==> src/rtl/uart_bus_ctrl.sv <==
// Bus-facing register block for the UART rx/tx engines: one-byte rx and tx
// buffers, tx start handshake FSM with timeout, sticky error flags and irq.
module uart_bus_ctrl #(
  parameter int DATA_W        = 32,
  parameter int START_TIMEOUT = 16
) (
  input  logic              clk,
  input  logic              reset,
  input  logic              bus_we,
  input  logic              bus_re,
  input  logic [1:0]        bus_addr,
  input  logic [DATA_W-1:0] bus_wdata,
  output logic [DATA_W-1:0] bus_rdata,
  input  logic              rx_done,
  input  logic [7:0]        rx_byte,
  input  logic              tx_busy,
  output logic              tx_start,
  output logic [7:0]        tx_byte,
  output logic              irq
);

  typedef enum logic [1:0] {IDLE, START, SEND} state_t;

  localparam int CNT_W = $clog2(START_TIMEOUT + 1);

  state_t            state_reg, state_next;
  logic [CNT_W-1:0]  cnt_reg, cnt_next;
  logic              tx_start_next;
  logic [7:0]        tx_byte_next;
  logic              load, fault_set;

  logic [7:0]        rx_buf_reg, tx_buf_reg;
  logic              rx_valid_reg, rx_ovr_reg, tx_full_reg, tx_ovf_reg, tx_fault_reg;
  logic              rx_ie_reg, tx_ie_reg;

  logic              rd, wr_tx, wr_ctrl, rd_rx, rd_st, tx_accept;
  logic [4:0]        status;
  logic [DATA_W-1:0] rdata_next;

  // Only the low byte of the write bus carries data.
  logic unused_wdata;
  assign unused_wdata = ^bus_wdata[DATA_W-1:8];

  // A simultaneous write suppresses the read entirely.
  assign rd      = bus_re & ~bus_we;
  assign wr_tx   = bus_we & (bus_addr == 2'd0);
  assign wr_ctrl = bus_we & (bus_addr == 2'd3);
  assign rd_rx   = rd & (bus_addr == 2'd1);
  assign rd_st   = rd & (bus_addr == 2'd2);

  assign status = {tx_fault_reg, tx_ovf_reg, rx_ovr_reg,
                   tx_full_reg | (state_reg != IDLE), rx_valid_reg};

  always_comb begin
    rdata_next = bus_rdata;
    if (rd) begin
      case (bus_addr)
        2'd0:    rdata_next = '0;
        2'd1:    rdata_next = DATA_W'(rx_buf_reg);
        2'd2:    rdata_next = DATA_W'(status);
        default: rdata_next = DATA_W'({tx_ie_reg, rx_ie_reg});
      endcase
    end
  end

  always_comb begin
    state_next    = state_reg;
    cnt_next      = cnt_reg;
    tx_start_next = 1'b0;
    tx_byte_next  = tx_byte;
    load          = 1'b0;
    fault_set     = 1'b0;
    case (state_reg)
      IDLE: begin
        if (tx_full_reg) begin
          load          = 1'b1;
          tx_byte_next  = tx_buf_reg;
          tx_start_next = 1'b1;
          cnt_next      = '0;
          state_next    = START;
        end
      end
      START: begin
        if (tx_busy) begin
          state_next = SEND;
        end else if (cnt_reg == CNT_W'(START_TIMEOUT - 1)) begin
          fault_set  = 1'b1;
          state_next = IDLE;
        end else begin
          cnt_next = cnt_reg + 1'b1;
        end
      end
      SEND: begin
        if (!tx_busy) state_next = IDLE;
      end
      default: state_next = IDLE;
    endcase
  end

  // The buffer frees up on the same edge it is handed to the engine, so a
  // write on that edge is accepted rather than flagged as overflow.
  assign tx_accept = wr_tx & (~tx_full_reg | load);

  always_ff @(posedge clk) begin
    if (reset) begin
      state_reg    <= IDLE;
      cnt_reg      <= '0;
      tx_start     <= 1'b0;
      tx_byte      <= '0;
      bus_rdata    <= '0;
      irq          <= 1'b0;
      rx_buf_reg   <= '0;
      tx_buf_reg   <= '0;
      rx_valid_reg <= 1'b0;
      rx_ovr_reg   <= 1'b0;
      tx_full_reg  <= 1'b0;
      tx_ovf_reg   <= 1'b0;
      tx_fault_reg <= 1'b0;
      rx_ie_reg    <= 1'b0;
      tx_ie_reg    <= 1'b0;
    end else begin
      state_reg <= state_next;
      cnt_reg   <= cnt_next;
      tx_start  <= tx_start_next;
      tx_byte   <= tx_byte_next;
      bus_rdata <= rdata_next;

      if (wr_ctrl) {tx_ie_reg, rx_ie_reg} <= bus_wdata[1:0];

      if (tx_accept) begin
        tx_buf_reg  <= bus_wdata[7:0];
        tx_full_reg <= 1'b1;
      end else if (load) begin
        tx_full_reg <= 1'b0;
      end

      if (rx_done) begin
        rx_buf_reg   <= rx_byte;
        rx_valid_reg <= 1'b1;
      end else if (rd_rx) begin
        rx_valid_reg <= 1'b0;
      end

      // Sticky flags: a new set on the same edge as a STATUS read wins.
      if (rx_done & rx_valid_reg & ~rd_rx) rx_ovr_reg <= 1'b1;
      else if (rd_st)                      rx_ovr_reg <= 1'b0;

      if (wr_tx & ~tx_accept) tx_ovf_reg <= 1'b1;
      else if (rd_st)         tx_ovf_reg <= 1'b0;

      if (fault_set)  tx_fault_reg <= 1'b1;
      else if (rd_st) tx_fault_reg <= 1'b0;

      irq <= (rx_ie_reg & rx_valid_reg)
           | (tx_ie_reg & ~tx_full_reg & (state_reg == IDLE))
           | rx_ovr_reg | tx_ovf_reg | tx_fault_reg;
    end
  end

endmodule
==> config.mk <==
export PLATFORM = sky130hd
export DESIGN_NAME = uart_bus_ctrl
export DESIGN_NICKNAME = d
export VERILOG_FILES = /design/src/rtl/uart_bus_ctrl.sv
export SDC_FILE = /design/constraint.sdc
export NUM_CORES = 1
export LEC_CHECK = 0
export ABC_AREA = 1
export CAP_MARGIN = 20
export CORE_ASPECT_RATIO = 0.5
export CORE_MARGIN = 2
export CORE_UTILIZATION = 42
export DETAILED_ROUTE_END_ITERATION = 8
export PLACE_DENSITY = 0.83
export SLEW_MARGIN = 10
export SYNTH_ARGS = -nofsm -noshare
export SYNTH_HDL_FRONTEND = slang
export SYNTH_SLANG_ARGS = --single-unit
==> constraint.sdc <==
create_clock -name clk -period 1.9 [get_ports clk]
set_clock_uncertainty 0.05 [all_clocks]
set_input_delay 0.285 -clock clk [delete_from_list [all_inputs] [get_ports clk]]
set_output_delay 0.285 -clock clk [all_outputs]
set_load 0.01 [all_outputs]
==> results of run 1 <==
[area by class of cell]
type	count	area share [%]
tap	66	3.24
clock inverter	3	0.931
clock buffer	5	2.70
multi-input combinational	199	35.4
inverter	20	3.14
sequential	48	37.6
timing repair buffer	44	17.0
[per-layer routing]
metal	GRT usage, %	up-vias	part of all wire (%)
met4	6.58	0	0.94
li1	-	903	-
met3	3.83	5	5.8
met1	17.2	765	44
met5	0	-	0
met2	28.8	56	50
[worst paths after layout]
path              cells past startpoint         end           from  slack, ns
setup reg to reg                     10  cnt_reg[4]     cnt_reg[0]       0.32
setup / recovery                     10  cnt_reg[4]     cnt_reg[0]       0.32
hold / removal                        2  tx_byte[6]  tx_buf_reg[6]       0.39
hold reg to reg                       2  tx_byte[6]  tx_buf_reg[6]       0.39
[cell usage in the layout (no fill, tap or decap)]
master	netlist	final
nand2_2	4	4
ha_1	2	2
o21ai_1	4	4
o21ai_0	21	21
nor2_4	2	2
nor3_4	1	1
buf_4	24	3
a31oi_1	1	1
dfxtp_1	48	48
inv_2	7	7
nor2_1	54	54
inv_1	11	11
nand2_1	56	56
a21oi_1	11	11
conb_1	1	24
nor3_1	1	1
clkinv_1	1	1
clkinv_4	1	2
clkdlybuf4s50_1	0	41
nand2_4	1	1
and3_1	1	1
clkinvlp_4	0	2
a21oi_2	3	3
nand3_1	8	8
clkbuf_8	0	5
nor2_2	1	1
a22oi_1	4	4
[cells in the mapped netlist, drive strengths merged (4+ instances only)]
cell type / number / area share (%)
buf: 26 / 9.2
nor2: 57 / 11
o21ai: 25 / 6.1
inv: 18 / 3.3
nand2: 61 / 12
a22oi: 4 / 1.5
nand3: 8 / 1.9
a21oi: 14 / 4.0
dfxtp: 48 / 47
[cell families (layout without fill, tap and decap cells)]
kind of cell,count (synthesis),after routing,synth area share (%)
flops,48,48,46.7
buf+inv,48,72,13.6
simple gates,129,129,26.5
other cells,1,24,0.182
compound gates,44,44,11.8
fa+ha+maj,2,2,1.22
[worst max-delay path, stage by stage (launching register included)]
cell	delay, ns
dfxtp_1	0.34
ha_1	0.21
nand2_1	0.08
nor2_1	0.04
ha_1	0.19
nor2_1	0.11
nand2_1	0.10
nand2_2	0.15
inv_2	0.06
nor2_1	0.08
nor2_1	0.05
[per-stage QoR]
step	area [um2]	utilization, %	hold slack, ns	power (mW)	cells
final	2550	56.1	0.393	1.90	385
after global routing	2550	56.1	0.429	1.99	385
after CTS	2550	56.1	0.405	1.91	385
after detailed placement	2460	54.0	0.388	1.30	377
after global placement	2460	54.0	0.380	1.30	377
after floorplan	2140	-	0.304	1.24	295
[power groups by stage]
stage	combinational (mW)	clock (mW)	sequential, mW
floorplan	0.155	0	1.09
global placement	0.210	0	1.09
detailed placement	0.215	0	1.09
CTS	0.216	0.633	1.07
global route	0.243	0.672	1.07
finish	0.215	0.622	1.07
==> run metrics, run 1 <==
number of buffers added on ports=41; number of flops mapped to enable cells by yosys=0; boundary pin count=90; maximum clock frequency=633 MHz; overall routed net length=4.06 mm; setup slack at placement=approximately 0.19 ns; number of synthesized register bits=48; classification of the worst setup path=reg -> reg; setup repair after global routing missed its margin=false; antenna-violating nets left=0; fill count=426; count of yosys warnings during synthesis=0; Residual DRC=0; number of core rows=17; Max FO, Critical Path=7; number of distinct standard cells referenced by the synthesized netlist=26; global-route wire length before repair=6.52 mm; WL/cell=10.5 um; core box area=0.00455 mm2; all-layer global routing usage=15.5%; number of failing setup endpoints in the final timing report=0; initial core utilization=45.2%; overall via count from detail_route=about 1700; vias in the first global route=1525; area of the die=0.00551 mm2; DRC violation total after the first TritonRoute iteration=45; power density over the cells=~750 mW/mm2; number of hold buffers added after CTS=0; Mapped Avg Cell Area=between 7 and 8 um2; result of the run=finished clean; power share of the clock group=32.7%; Syn-to-layout area delta=24.0%; clock network latency to the later pin of the worst-skew pair=0.31 ns; instance count of the mapped netlist=272; count of instances resized after the clock tree is built=0; die outline width=roughly 100 um; Net Sw Frac=26.5%; HP Class=reg -> reg; minimum period implied by the final worst setup slack=1.58 ns; critical path endpoint category=register; ys flop type=dfxtp_1; residual overflow from global routing=0; register area share after synthesis=46.7%; area taken by flip-flops and latches=about 960 um2; nets=around 370; largest net degree at the start of global routing=26; synthesized area=0.00206 mm2; share of layout cells above drive strength 1=9.72%; Final Max Tran Viols=0; sequential group share of total power=56.0%; share of total power in combinational logic=11.3%; DR pass1 iterations=4; arrival time worst endpoint=1.73 ns; cell-internal power=1.40 mW; vias per cell=4.49; Vert. Die Dim=53.5 um; number of buffers added by the clock tree synthesis step=5; Clock Sinks=48; footprint of the multi-input gates=903 um2; static leakage=1.07 nW; Async S/R FF share, synth=0%; startpoint kind of the worst setup timing path=register; Root Buffer=clkbuf_8; Worst Setup Slack, final=0.321 ns; DP Wirelength=between 3 and 4 mm; GPL Wtd Cong=0.851; ant diodes=0; H-Tree Depth=2; number of antenna violations at the first check in global routing=0; Required @ worst endpoint=2.05 ns; max cap viols=0; Switching Power=between 500 and 600 uW; setup_tns=0 ns; CTS tree=done; Post-CTS Setup Inserts=0; clock transition at the registers of the reported paths=0.10 ns; number of buffers on the longest clock path=2; final cycle utilization of the critical path=83.1%; VDD IR max=0.328 mV; number of hold violations in the final report=0
No activity file was read; power rests on OpenSTA's default activity.
==> run 2: changes to the inputs <==
==> constraint.sdc (replaced) <==
create_clock -name clk -period 1.7 [get_ports clk]
set_clock_uncertainty 0.05 [all_clocks]
set_input_delay 0.255 -clock clk [delete_from_list [all_inputs] [get_ports clk]]
set_output_delay 0.255 -clock clk [all_outputs]
set_load 0.01 [all_outputs]
==> run metrics, run 2 (synthesized netlist as in run 1, its figures left out) <==
Clock Sinks=48; vias in the first global route=1618; largest net degree at the start of global routing=26; classification of the worst setup path=reg -> reg; die outline width=103 um; DR pass1 iterations=4; setup repair after global routing missed its margin=false; result of the run=finished clean; overall via count from detail_route=1756; number of buffers added on ports=41; residual overflow from global routing=0; maximum clock frequency=about 640 MHz; Root Buffer=clkbuf_8; initial core utilization=45.2%; clock network latency to the later pin of the worst-skew pair=0.30 ns; end of the worst hold path=tx_byte[2]; DRC violation total after the first TritonRoute iteration=51; antenna-violating nets left=0; number of instances on the worst hold path=2; Vert. Die Dim=53.5 um; minimum period implied by the final worst setup slack=about 1.6 ns; ant diodes=0; power density over the cells=834 mW/mm2; Max FO, Critical Path=7; WL/cell=10.8 um; final cycle utilization of the critical path=92.2%; source of the worst register-to-register timing path=cnt_reg[1]; most frequent standard cell in the layout excluding fill and tap cells=nand2_1; Reg2Reg Setup Slack=between 0.1 and 0.15 ns; Residual DRC=0; area of the die=0.00551 mm2; critical path endpoint category=register; arrival time worst endpoint=1.71 ns; number of hold violations in the final report=0; fill count=394; boundary pin count=90; CTS tree=done; VDD IR max=0.399 mV; reg-to-reg critical path endpoint=cnt_reg[2]; Final Max Tran Viols=0; DP Wirelength=around 3.0 mm; core box area=0.00455 mm2; startpoint kind of the worst setup timing path=register; share of layout cells above drive strength 1=a little over a tenth; clock transition at the registers of the reported paths=0.09 ns; setup slack at placement=0.0868 ns; Required @ worst endpoint=1.85 ns; setup_tns=0 ns; number of buffers on the longest clock path=2; global-route wire length before repair=6.76 mm; HP Class=reg -> reg; Syn-to-layout area delta=24.7%; GPL Wtd Cong=roughly 0.85; core occupancy in the finished layout=a little under three fifths; overall routed net length=4.16 mm; vias per cell=4.55; all-layer global routing usage=16.1%; worst hold start=tx_byte[2]; number of antenna violations at the first check in global routing=0; H-Tree Depth=2; number of core rows=17; static leakage=1.08 nW; max cap viols=0; nets=about 370; number of hold buffers added after CTS=0; number of buffers added by the clock tree synthesis step=5; most frequent cells in the layout=nand2_1 (56), nor2_1 (53), dfxtp_1 (47); number of failing setup endpoints in the final timing report=0; Reg2Reg Depth=9; final total power=2.14 mW; Worst Setup Slack, final=0.132 ns
run 2: power breakdown:
group | internal, mW | switching, mW
sequential | 1.17 | 0.0241
clock | 0.331 | 0.376
combinational | 0.108 | 0.137
run 2: worst max path at each step:
stage	startpoint	end	depth (start not counted)
finish	cnt_reg[1]	cnt_reg[2]	9
global route	cnt_reg[1]	cnt_reg[3]	10
CTS	cnt_reg[0]	cnt_reg[4]	9
detailed placement	bus_addr[0]	rx_ovr_reg	6
global placement	bus_addr[1]	tx_buf_reg[6]	5
floorplan	cnt_reg[0]	cnt_reg[4]	10
run 2: metal layers:
metal	vias to the layer above	wire, um	track usage, %
met2	59	2000	30.2
met3	6	239	4.10
li1	907	-	-
met5	-	0	0
met4	0	60	6.80
met1	784	1860	17.6
run 2: what timing repair did:
action	4_1_cts	5_1_grt
setup buffers	0	0
setup endpoints to repair	0	5
gates resized for setup	0	4
run 2: stage by stage:
step	std cells	hold WS [ns]	instance area, um2
2_1_floorplan	295	0.274	2140
3_3_place_gp	378	0.380	2470
3_5_place_dp	378	0.389	2470
4_1_cts	386	0.406	2560
5_1_grt	386	0.422	2570
6_report	386	0.406	2570
run 2: worst max-delay path: stages (launching register included):
cell and delay, ns:
dfxtp_1 0.36, ha_1 0.17, nand2_1 0.08, nor2_2 0.11, ha_2 0.19, nor2_1 0.05, nand2_1 0.12, nand2_2 0.12
a21oi_1 0.16, nor2_1 0.06
run 2: layout make-up:
class                           instances  area, um2  area share (%)
Tap cell                               66       82.6            3.22
Inverter                               20       80.1            3.12
Clock buffer                            7       86.3            3.36
Multi-Input combinational cell        199        908            35.4
Clock inverter                          1       7.51           0.292
Timing Repair Buffer                   45        440            17.2
Sequential cell                        48        962            37.5
==> run 3: changes to the inputs <==
--- a/config.mk
+++ b/config.mk
@@ -8,7 +8,7 @@
 export ABC_AREA = 1
 export CAP_MARGIN = 20
 export CORE_ASPECT_RATIO = 0.5
-export CORE_MARGIN = 2
+export CORE_MARGIN = 10
 export CORE_UTILIZATION = 42
 export DETAILED_ROUTE_END_ITERATION = 8
 export PLACE_DENSITY = 0.83
==> run metrics, run 3 (synthesized netlist as in run 1, its figures left out) <==
result of the run=finished clean; number of antenna violations at the first check in global routing=0; source of the worst register-to-register timing path=cnt_reg[0]; number of instances on the worst hold path=2; critical path endpoint category=register; share of layout cells above drive strength 1=between 10 and 15%; overall via count from detail_route=~1700; number of buffers added on ports=41; Max FO, Critical Path=7; vias per cell=about 4.5; initial core utilization=between 40% and 50%; most frequent cells in the layout=nand2_1 (55), nor2_1 (54), dfxtp_1 (48); number of hold buffers added after CTS=0; Reg2Reg Depth=10; WL/cell=between 10 and 15 um; all-layer global routing usage=between 10% and 20%; Final Max Tran Viols=0; CTS tree=done; clock network latency to the later pin of the worst-skew pair=0.31 ns; HP Class=reg -> reg; cell with the biggest individual delay on the critical path=dfxtp_1; core box area=around 0.0046 mm2; number of buffers added by the clock tree synthesis step=5; ant diodes=0; clock transition at the registers of the reported paths=0.09 ns; startpoint kind of the worst setup timing path=register; static leakage=1.08 nW; area of the die=between 0.008 and 0.009 mm2; minimum period implied by the final worst setup slack=1.63 ns; largest net degree at the start of global routing=26; setup_tns=0 ns; reg-to-reg critical path endpoint=cnt_reg[0]; setup slack at placement=about 0.073 ns; vias in the first global route=1723; global-route wire length before repair=7.63 mm; classification of the worst setup path=reg -> reg; DRC violation total after the first TritonRoute iteration=56; overall routed net length=4.73 mm; Root Buffer=clkbuf_8; antenna-violating nets left=0; arrival time worst endpoint=1.79 ns; VDD IR max=0.522 mV; Cell Count Post-Placement=378; Clock Sinks=48; Largest stage delay, worst path=0.34 ns; DP Wirelength=3.65 mm; number of standard cells in the final layout excluding fillers=385; number of buffers on the longest clock path=2; Residual DRC=0; boundary pin count=90; Vert. Die Dim=slightly below 70 um; GPL Wtd Cong=around 0.87; number of core rows=17; number of failing setup endpoints in the final timing report=0; Worst Setup Slack, final=0.0720 ns; residual overflow from global routing=0; Required @ worst endpoint=1.86 ns; core occupancy in the finished layout=approximately 56%; Syn-to-layout area delta=24.2%; H-Tree Depth=2; number of hold violations in the final report=0; final cycle utilization of the critical path=a little over nine tenths; maximum clock frequency=614 MHz; most used cell along the critical path=nor2_1; fill count=419; most frequent standard cell in the layout excluding fill and tap cells=nand2_1; Reg2Reg Setup Slack=0.07 ns; max cap viols=0; DR pass1 iterations=4; ordered cell list for the critical path=ha_1 > nand2_1 > nor2_1 > ha_1 > nor2_1 > nand2_2 > nand2_4 > inv_2 > nor2_1 > nor2_1; nets=369; endpoint of the most critical setup path=cnt_reg[0]; die outline width=119 um; final total power=around 2.1 mW; power density over the cells=819 mW/mm2; launching instance or port of the critical path=cnt_reg[0]
run 3: cell count changes in the layout (fill, tap and decap cells not counted), sizes merged:
cell    delta
clkbuf     -2
clkinv     +1
run 3: power breakdown:
group          switching [mW]  internal (mW)
Clock                   0.378          0.279
Combinational           0.140          0.108
Sequential             0.0239           1.17
Total                   0.542           1.55
run 3: stage by stage:
step                      hold slack [ns]  instance area, um2
after floorplan                     0.274                2140
after global placement              0.380                2470
final                               0.399                2560
after CTS                           0.401                2550
after detailed placement            0.382                2470
after global routing                0.422                2560
run 3: worst min-delay path by stage:
stage	start	end	slack [ns]
after floorplan	reset	rx_ovr_reg	0.27
after global placement	tx_buf_reg[3]	tx_byte[3]	0.38
after detailed placement	tx_buf_reg[4]	tx_byte[4]	0.38
after CTS	tx_buf_reg[4]	tx_byte[4]	0.40
after global routing	tx_buf_reg[4]	tx_byte[4]	0.42
final	tx_buf_reg[4]	tx_byte[4]	0.40
run 3: what timing repair did:
item	CTS	global route
endpoints found under the hold margin	0	0
resized for setup	0	2
setup buffers	0	0
endpoints found under the setup margin	0	5
run 3: cell type report:
class                   instances  area [um2]  share of cell area, %
well taps                      66        82.6                   3.23
multi-input cells             199         911                   35.6
inverters                      20        80.1                   3.13
clock buffers                   5        68.8                   2.69
flip-flops and latches         48         961                   37.6
clock inverters                 2        12.5                  0.489
repair buffers                 45         440                   17.2
run 3: layer usage:
layer	up-vias	GRT usage, %	part of all wire, %
li1	908	-	-
met2	52	19.5	48
met3	8	5.51	6.8
met1	781	11.1	43
met5	-	0	0
met4	0	4.39	1.9
run 3: critical path, delay by kind of cell (launching register included):
kind	cells	cell delay, ns
and+or+nand+nor	7	0.67
adders and majority gates	2	0.40
DFF	1	0.34
buffers and inverters	1	0.05
